===== src/rtl/math_result_fifo_if.sv =====
// Read-side handshake bundle for math_result_fifo: FWFT head data plus valid/ready.
// The FIFO takes the master modport; the bus-side consumer takes the slave modport.
interface math_result_fifo_if;
    logic [31:0] dout;
    logic        dout_valid;
    logic        dout_ready;

    modport master (
        output dout,
        output dout_valid,
        input  dout_ready
    );

    modport slave (
        input  dout,
        input  dout_valid,
        output dout_ready
    );
endinterface


===== src/rtl/math_result_fifo.sv =====
// Change-triggered capture FIFO behind the math adder: pushes each new result, FWFT read side.
// Optional overflow counter enabled by defining MATH_RESULT_FIFO_DROP_CNT_EN.
module math_result_fifo #(
    parameter int DEPTH = 8,
    parameter int AW    = 3
) (
    input  logic                clk,
    input  logic                rst,
    input  logic                en,
    input  logic [31:0]         result,
    input  logic [31:0]         statistic,
    math_result_fifo_if.master  rd,
    output logic [31:0]         stat_snap,
    output logic [AW:0]         level,
    output logic                full,
    output logic                empty
`ifdef MATH_RESULT_FIFO_DROP_CNT_EN
    ,
    output logic [15:0]         drop_cnt
`endif
);

    localparam logic [AW:0] LEVEL_FULL = (AW + 1)'(DEPTH);

    logic [31:0]   mem_q [DEPTH];
    logic [31:0]   result_q, result_d;
    logic [31:0]   stat_snap_q, stat_snap_d;
    logic [AW-1:0] wr_ptr_q, wr_ptr_d;
    logic [AW-1:0] rd_ptr_q, rd_ptr_d;
    logic [AW:0]   level_q, level_d;

    logic push;
    logic pop;
    logic accept;

    assign full  = (level_q == LEVEL_FULL);
    assign empty = (level_q == '0);
    assign level = level_q;
    assign stat_snap = stat_snap_q;

    assign rd.dout_valid = !empty;
    assign rd.dout       = empty ? 32'h0 : mem_q[rd_ptr_q];

    assign push = en && (result != result_q);
    assign pop  = rd.dout_valid && rd.dout_ready;
    // A full FIFO still accepts a push when the head leaves in the same cycle.
    assign accept = push && (!full || pop);

    always_comb begin
        result_d    = result;
        stat_snap_d = stat_snap_q;
        wr_ptr_d    = wr_ptr_q;
        rd_ptr_d    = rd_ptr_q;
        level_d     = level_q;

        if (accept) begin
            wr_ptr_d    = wr_ptr_q + AW'(1);
            stat_snap_d = statistic;
        end
        if (pop) begin
            rd_ptr_d = rd_ptr_q + AW'(1);
        end
        if (accept && !pop) begin
            level_d = level_q + (AW + 1)'(1);
        end else if (pop && !accept) begin
            level_d = level_q - (AW + 1)'(1);
        end
    end

    always_ff @(posedge clk or negedge rst) begin
        if (!rst) begin
            result_q    <= '0;
            stat_snap_q <= '0;
            wr_ptr_q    <= '0;
            rd_ptr_q    <= '0;
            level_q     <= '0;
        end else begin
            result_q    <= result_d;
            stat_snap_q <= stat_snap_d;
            wr_ptr_q    <= wr_ptr_d;
            rd_ptr_q    <= rd_ptr_d;
            level_q     <= level_d;
        end
    end

    // Storage is deliberately left unreset; empty masks stale words on dout.
    always_ff @(posedge clk) begin
        if (accept) begin
            mem_q[wr_ptr_q] <= result;
        end
    end

`ifdef MATH_RESULT_FIFO_DROP_CNT_EN
    logic [15:0] drop_cnt_q, drop_cnt_d;

    always_comb begin
        drop_cnt_d = drop_cnt_q;
        if (push && !accept && (drop_cnt_q != 16'hFFFF)) begin
            drop_cnt_d = drop_cnt_q + 16'd1;
        end
    end

    always_ff @(posedge clk or negedge rst) begin
        if (!rst) begin
            drop_cnt_q <= '0;
        end else begin
            drop_cnt_q <= drop_cnt_d;
        end
    end

    assign drop_cnt = drop_cnt_q;
`endif

endmodule


===== src/flat_wrapper.sv =====
// flat-port wrapper written by rule: the top's interface ports become plain ports
module math_result_fifo_flat 
#(
    parameter int DEPTH = 8,
    parameter int AW    = 3
)
  (clk, rst, en, result, statistic, stat_snap, level, full, empty, rd_dout, rd_dout_valid, rd_dout_ready);
  math_result_fifo_if rd_i ();
  input  logic clk;
  input  logic rst;
  input  logic en;
  input  logic [31:0] result;
  input  logic [31:0] statistic;
  output logic [31:0] stat_snap;
  output logic [AW:0] level;
  output logic full;
  output logic empty;
  output wire logic [$bits(rd_i.dout)-1:0] rd_dout;
  output wire logic [$bits(rd_i.dout_valid)-1:0] rd_dout_valid;
  input wire logic [$bits(rd_i.dout_ready)-1:0] rd_dout_ready;
  assign rd_dout = rd_i.dout;
  assign rd_dout_valid = rd_i.dout_valid;
  assign rd_i.dout_ready = rd_dout_ready;
  math_result_fifo #(.DEPTH(DEPTH), .AW(AW)) u_core (.clk(clk), .rst(rst), .en(en), .result(result), .statistic(statistic), .rd(rd_i), .stat_snap(stat_snap), .level(level), .full(full), .empty(empty));
endmodule

===== config.mk =====
export PLATFORM = sky130hd
export DESIGN_NAME = math_result_fifo_flat
export DESIGN_NICKNAME = d
export VERILOG_FILES = /design/src/rtl/math_result_fifo_if.sv /design/src/rtl/math_result_fifo.sv /design/src/flat_wrapper.sv
export SDC_FILE = /design/constraint.sdc
export NUM_CORES = 1
export LEC_CHECK = 0
export CAP_MARGIN = 10
export CORE_MARGIN = 2
export CORE_UTILIZATION = 50
export DETAILED_ROUTE_END_ITERATION = 10
export GPL_ROUTABILITY_DRIVEN = 0
export MAX_ROUTING_LAYER = met4
export PLACE_DENSITY = 0.72
export REMOVE_ABC_BUFFERS = 1
export SLEW_MARGIN = 20
export SYNTH_ARGS = -nofsm -noshare
export SYNTH_HDL_FRONTEND = slang
export SYNTH_SLANG_ARGS = --single-unit
export TNS_END_PERCENT = 10

===== constraint.sdc =====
create_clock -name clk -period 6.5 [get_ports clk]
set_input_delay 0.65 -clock clk [delete_from_list [all_inputs] [get_ports clk]]
set_output_delay 0.65 -clock clk [all_outputs]
set_load 0.05 [all_outputs]

# ---- After elaboration in Yosys (flattened, before gate mapping)
# Memory sizes are Yosys's and may differ from the RTL's.
# Index checks and enable logic that the tools add are counted.
dict set report totals {
  regBits 74
  mem_bits_rw 256
  input_bits 68
  out_inout_bits 71
  word_cells 29
  mem_count 1
}
# memory words word_bits read_ports rd_ports_with_merged_regs wr line_no
set memory_table {}
lappend memory_table {u_core.mem_q 8 32 1 0 1 math_result_fifo.sv:25} ;# logic [31:0] mem_q [DEPTH];
dict set report op_classes {
  addsub 4
  n_eq_ne 2
  n_mux 5
  n_reduce_logical 12
}
# op count
set op_table {}
lappend op_table {{32-bit 2-to-1 mux} 1}
lappend op_table {{32-bit != test} 1}
lappend op_table {{4-bit 2-to-1 mux} 2}
lappend op_table {{3-bit by 1-bit adder with 3-bit output (second input constant)} 2}
lappend op_table {{1-bit logical AND} 5}
lappend op_table {{4-bit by 1-bit adder with 4-bit output (second input constant)} 1}
lappend op_table {{4-bit equality test (second input constant)} 1}
lappend op_table {{1-bit zero test} 4}
lappend op_table {{4-bit zero test} 1}
lappend op_table {{4-bit by 1-bit subtractor with 4-bit output (second input constant)} 1}
lappend op_table {{1-bit 2-to-1 mux} 2}
lappend op_table {{2-bit nonzero test} 1}
lappend op_table {{1-bit logical OR} 1}

# ---- Logic depth before layout (Yosys ltp)
dict set report depth {
  word_depth 9
  mapped_depth 13
  mapped_depth_nobuf 12
}

# ---- Worst setup path after synthesis
# No wires, ideal clock.
dict set report synth_path {
  path_kind {register to register}
  start {register u_core.level_q[0], in the netlist u_core.level[0]}
  end {memory u_core.mem_q[4][0] (enable)}
  setup_ns 0.502
  arrival_time_ns 4.747
  t_required_ns 5.998
  slack_ns 1.250
  stages_incl_launch_ff 7
  n_path_buf 1
  period_less_slack_ns 5.250
  path_cell_list {dfrtp_1 nor3_1 nand3b_1 nand2_1 a21oi_2 buf_2 nor4bb_1}
}
dict set report synth_between {
  elab_chain_cells 7
  word_cells_on_any_way 9
  cone_classes {1 x eq/ne; 2 x mux; 6 x reduce/logical}
}
# element line_no
set synth_rtl {}
lappend synth_rtl {{from (decl)} math_result_fifo.sv:30} ;# logic [AW:0] level_q, level_d;
lappend synth_rtl {{from (signal assigned)} math_result_fifo.sv:82} ;# level_q <= level_d;
lappend synth_rtl {{4-bit zero test} math_result_fifo.sv:37} ;# assign empty = (level_q == '0);
lappend synth_rtl {{1-bit zero test} math_result_fifo.sv:41} ;# assign rd.dout_valid = !empty;
lappend synth_rtl {{1-bit logical AND} math_result_fifo.sv:45} ;# assign pop = rd.dout_valid && rd.dout_ready;
lappend synth_rtl {{1-bit logical OR *} math_result_fifo.sv:47} ;# assign accept = push && (!full || pop);
lappend synth_rtl {{1-bit logical AND *} math_result_fifo.sv:47}
lappend synth_rtl {{via u_core.accept} math_result_fifo.sv:34} ;# logic accept;
lappend synth_rtl {{1-bit 2-to-1 mux *} math_result_fifo.sv:88} ;# if (accept) begin
lappend synth_rtl {{1-bit 2-to-1 mux (not written as such) *} math_result_fifo.sv:89} ;# mem_q[wr_ptr_q] <= result;
lappend synth_rtl {{to (decl)} math_result_fifo.sv:25}
# Mark *: on every way through the listed nets, which the timed path passes. The rest lies on a longest branch.

# ---- Final worst setup path
dict set report layout_path {
  start {register u_core.rd_ptr_q[0]}
  end {output port rd_dout[23]}
}
dict set report layout_between {
  elab_chain_cells 2
}
# element line_no
set layout_rtl {}
lappend layout_rtl {{from (decl)} math_result_fifo.sv:29} ;# logic [AW-1:0] rd_ptr_q, rd_ptr_d;
lappend layout_rtl {{from (signal assigned)} math_result_fifo.sv:81} ;# rd_ptr_q <= rd_ptr_d;
lappend layout_rtl {{memory read 8 x 32 bit} -}
lappend layout_rtl {{32-bit 2-to-1 mux} math_result_fifo.sv:42} ;# assign rd.dout = empty ? 32'h0 : mem_q[rd_ptr_q];
lappend layout_rtl {{to (decl)} flat_wrapper.sv:18} ;# output wire logic [$bits(rd_i.dout)-1:0] rd_dout;
# Every way passes these cells.

==> run metrics <==
status=finished, final reports clean; Syn Inst Count=600; # diodes=0; die footprint=0.0265 mm²; DP HPWL=14400 µm; worst path cell trace=buf_4, mux4_2, mux2i_1, nor2_1, clkdlybuf4s50_1; chip height=163 µm; Pwr per Cell Area=485 mW/mm²; Setup Skew=10.6 ps; Worst path slowest cell=dfrtp_4; worst setup margin=2090 ps; Initial Utilization=0.506; ys flop type=edfxtp_1; pin count of the biggest net entering global routing=75; dominant cells by area after synthesis=edfxtp_1 61%, dfrtp_1 15%, mux4_2 11%, mux2_2 2.9%, xnor2_1 2.6%; GRT overflow=0; Setup crit start kind=flop; Post-DRT Antenna Nets=0; final worst path period share=0.679; P_leak=0.00540 µW; CTS tree=yes; clock root buffer=clkbuf_16; Synth-to-Final Area Change=23.1%; unrepaired setup endpoints after global routing=false; CTS clk-pin slew, worst paths=60 ps; Post-DP Area=0.0144 mm²; Worst-Margin Slew=1040 ps; H-tree depth=2; Post-Place Worst Slack=2270 ps; synthesized area=0.0126 mm²; CP required=5850 ps; vias in the first global route=6723; initial DRC count=465; minimum clock period=4410 ps; critical path class=reg -> out; I/O pin total=139; core area=0.0250 mm²; vias per inst=5.60; setup TNS=0 ps; Worst Path Max Fanout=43; share of cells above drive strength 1=0.215; register area share after synthesis=0.755; fin cells=1117; first-pass GRT wire length=39600 µm; YS warnings=0; top-area cell type share of the netlist area=0.609; placed insts=1055; slowest stage delay, CP=1020 ps; gr usage total=0.208; Finish-stage setup viols=0; Routed Wire Length=26100 µm; crit end category=output pin; Setup Fix Bufs, Post-CTS=0; Max-cap violations=0; fin area=0.0155 mm²; IO Port Bufs=138; hold_buf cts=0; first-pass iteration count of the detailed router=4; initial antenna violation count=0; FFs w/ async S/R, synth=0.224; Routed WL per cell=23.4 µm; Post-synth EDFFs=256; worst vdd ir=0.000270 V; highest clock rate=0.227 GHz; row count=58; Hold Vio Cnt, Final=0; synth cell count leaders=256 x edfxtp_1, 74 x dfrtp_1, 64 x mux4_2; Clock Path Buffers=3; top-count cell post-synth=edfxtp_1; CTS Buf Count=35; #FFs+latches synth=330; Vias=6258; max-slew violation count=0; Clk Latency, worst-skew pair=500 ps; Yosys cell types=33; die span in x=163 µm; post-synth top area cell=edfxtp_1; Mapped Avg Cell Area=21.0 µm²; Sink Count=330; worst min-delay path class=in -> async; DRC violation count after routing=0; nets@finish=836; Crit path arrival time=3760 ps; Resize count post-CTS=0; slew margin rel.=0.303
[flip-flops by register name (all words and copies together) (netlist names)]
signal	cells
u_core.rd_ptr_q	3
u_core.result_q	32
u_core.level	4
u_core.wr_ptr_q	3
u_core.stat_snap	32
u_core.mem_q	256
[report_power, final]
part	leakage [µW]	internal (µW)	switching [µW]	total (µW)
logic	0.00167	1110	1690	2800
clock network	0.000541	1130	764	1900
registers	0.00319	2610	231	2840
[cell type report]
cell class              count  area, µm²
flip-flops and latches    330       9550
well taps                 330        413
multi-input cells         243       2990
clock inverters            13        116
inverters                   2       7.51
repair buffers            150       1490
clock buffers              49        981
fillers                  1776       9420
[worst paths after layout]
path                                      start                   end  slack, ps  cells after the start
setup / recovery             u_core.rd_ptr_q[0]           rd_dout[23]       2090                      5
hold / removal                              rst   u_core.stat_snap[0]        200                      1
setup reg to reg                u_core.level[0]   u_core.mem_q[6][12]       3270                      6
hold reg to reg            u_core.stat_snap[10]  u_core.stat_snap[10]        500                      1
max in group asynchronous                   rst    u_core.rd_ptr_q[0]       5770                      1
min in group clk           u_core.stat_snap[10]  u_core.stat_snap[10]        500                      1
[placed cells by master, fill, tap and decap left out, types with 5 or more instances in the layout]
master,netlist,routed
buf_4,0,11
clkbuf_1,10,11
clkbuf_16,0,37
clkdlybuf4s50_1,0,137
clkinv_2,0,6
dfrtp_1,74,71
edfxtp_1,256,256
ha_1,5,5
mux2_2,32,32
mux2i_1,32,32
mux4_2,64,64
nand4_1,8,8
nor2_1,34,34
xnor2_1,37,37
[through the flow]
step,power [µW],hold slack (ps),utilization
after floorplan,4770,354,-
after detailed placement,5700,494,0.579
after CTS,7630,354,0.623
final,7540,195,0.623
after global placement,5640,491,0.578
after global routing,7840,244,0.623
[critical path, delay by kind of cell, from the launching register on]
family	cells	cell delay (ps)
buffers and inverters	2	1330
DFF	1	1020
muxes	2	770
and+or+nand+nor	1	100
[cells by family after synthesis]
kind of cell / count (synthesis) / synth area share
buffers and inverters: 27 / 0.0107
adders and majority gates: 6 / 0.00654
and+or+nand+nor: 61 / 0.0256
muxes: 131 / 0.172
DFF: 330 / 0.755
AOI/OAI and AO/OA: 5 / 0.00248
xor gates and xnor gates: 40 / 0.0277
[metal layers]
layer,vias to the layer above,GRT usage,wire (µm)
li1,2710,-,-
met1,3261,0.282,11000
met2,247,0.336,13100
met3,40,0.0354,1550
met4,0,0.0503,422
met5,-,-,0
No activity file was read; power rests on OpenSTA's default activity.
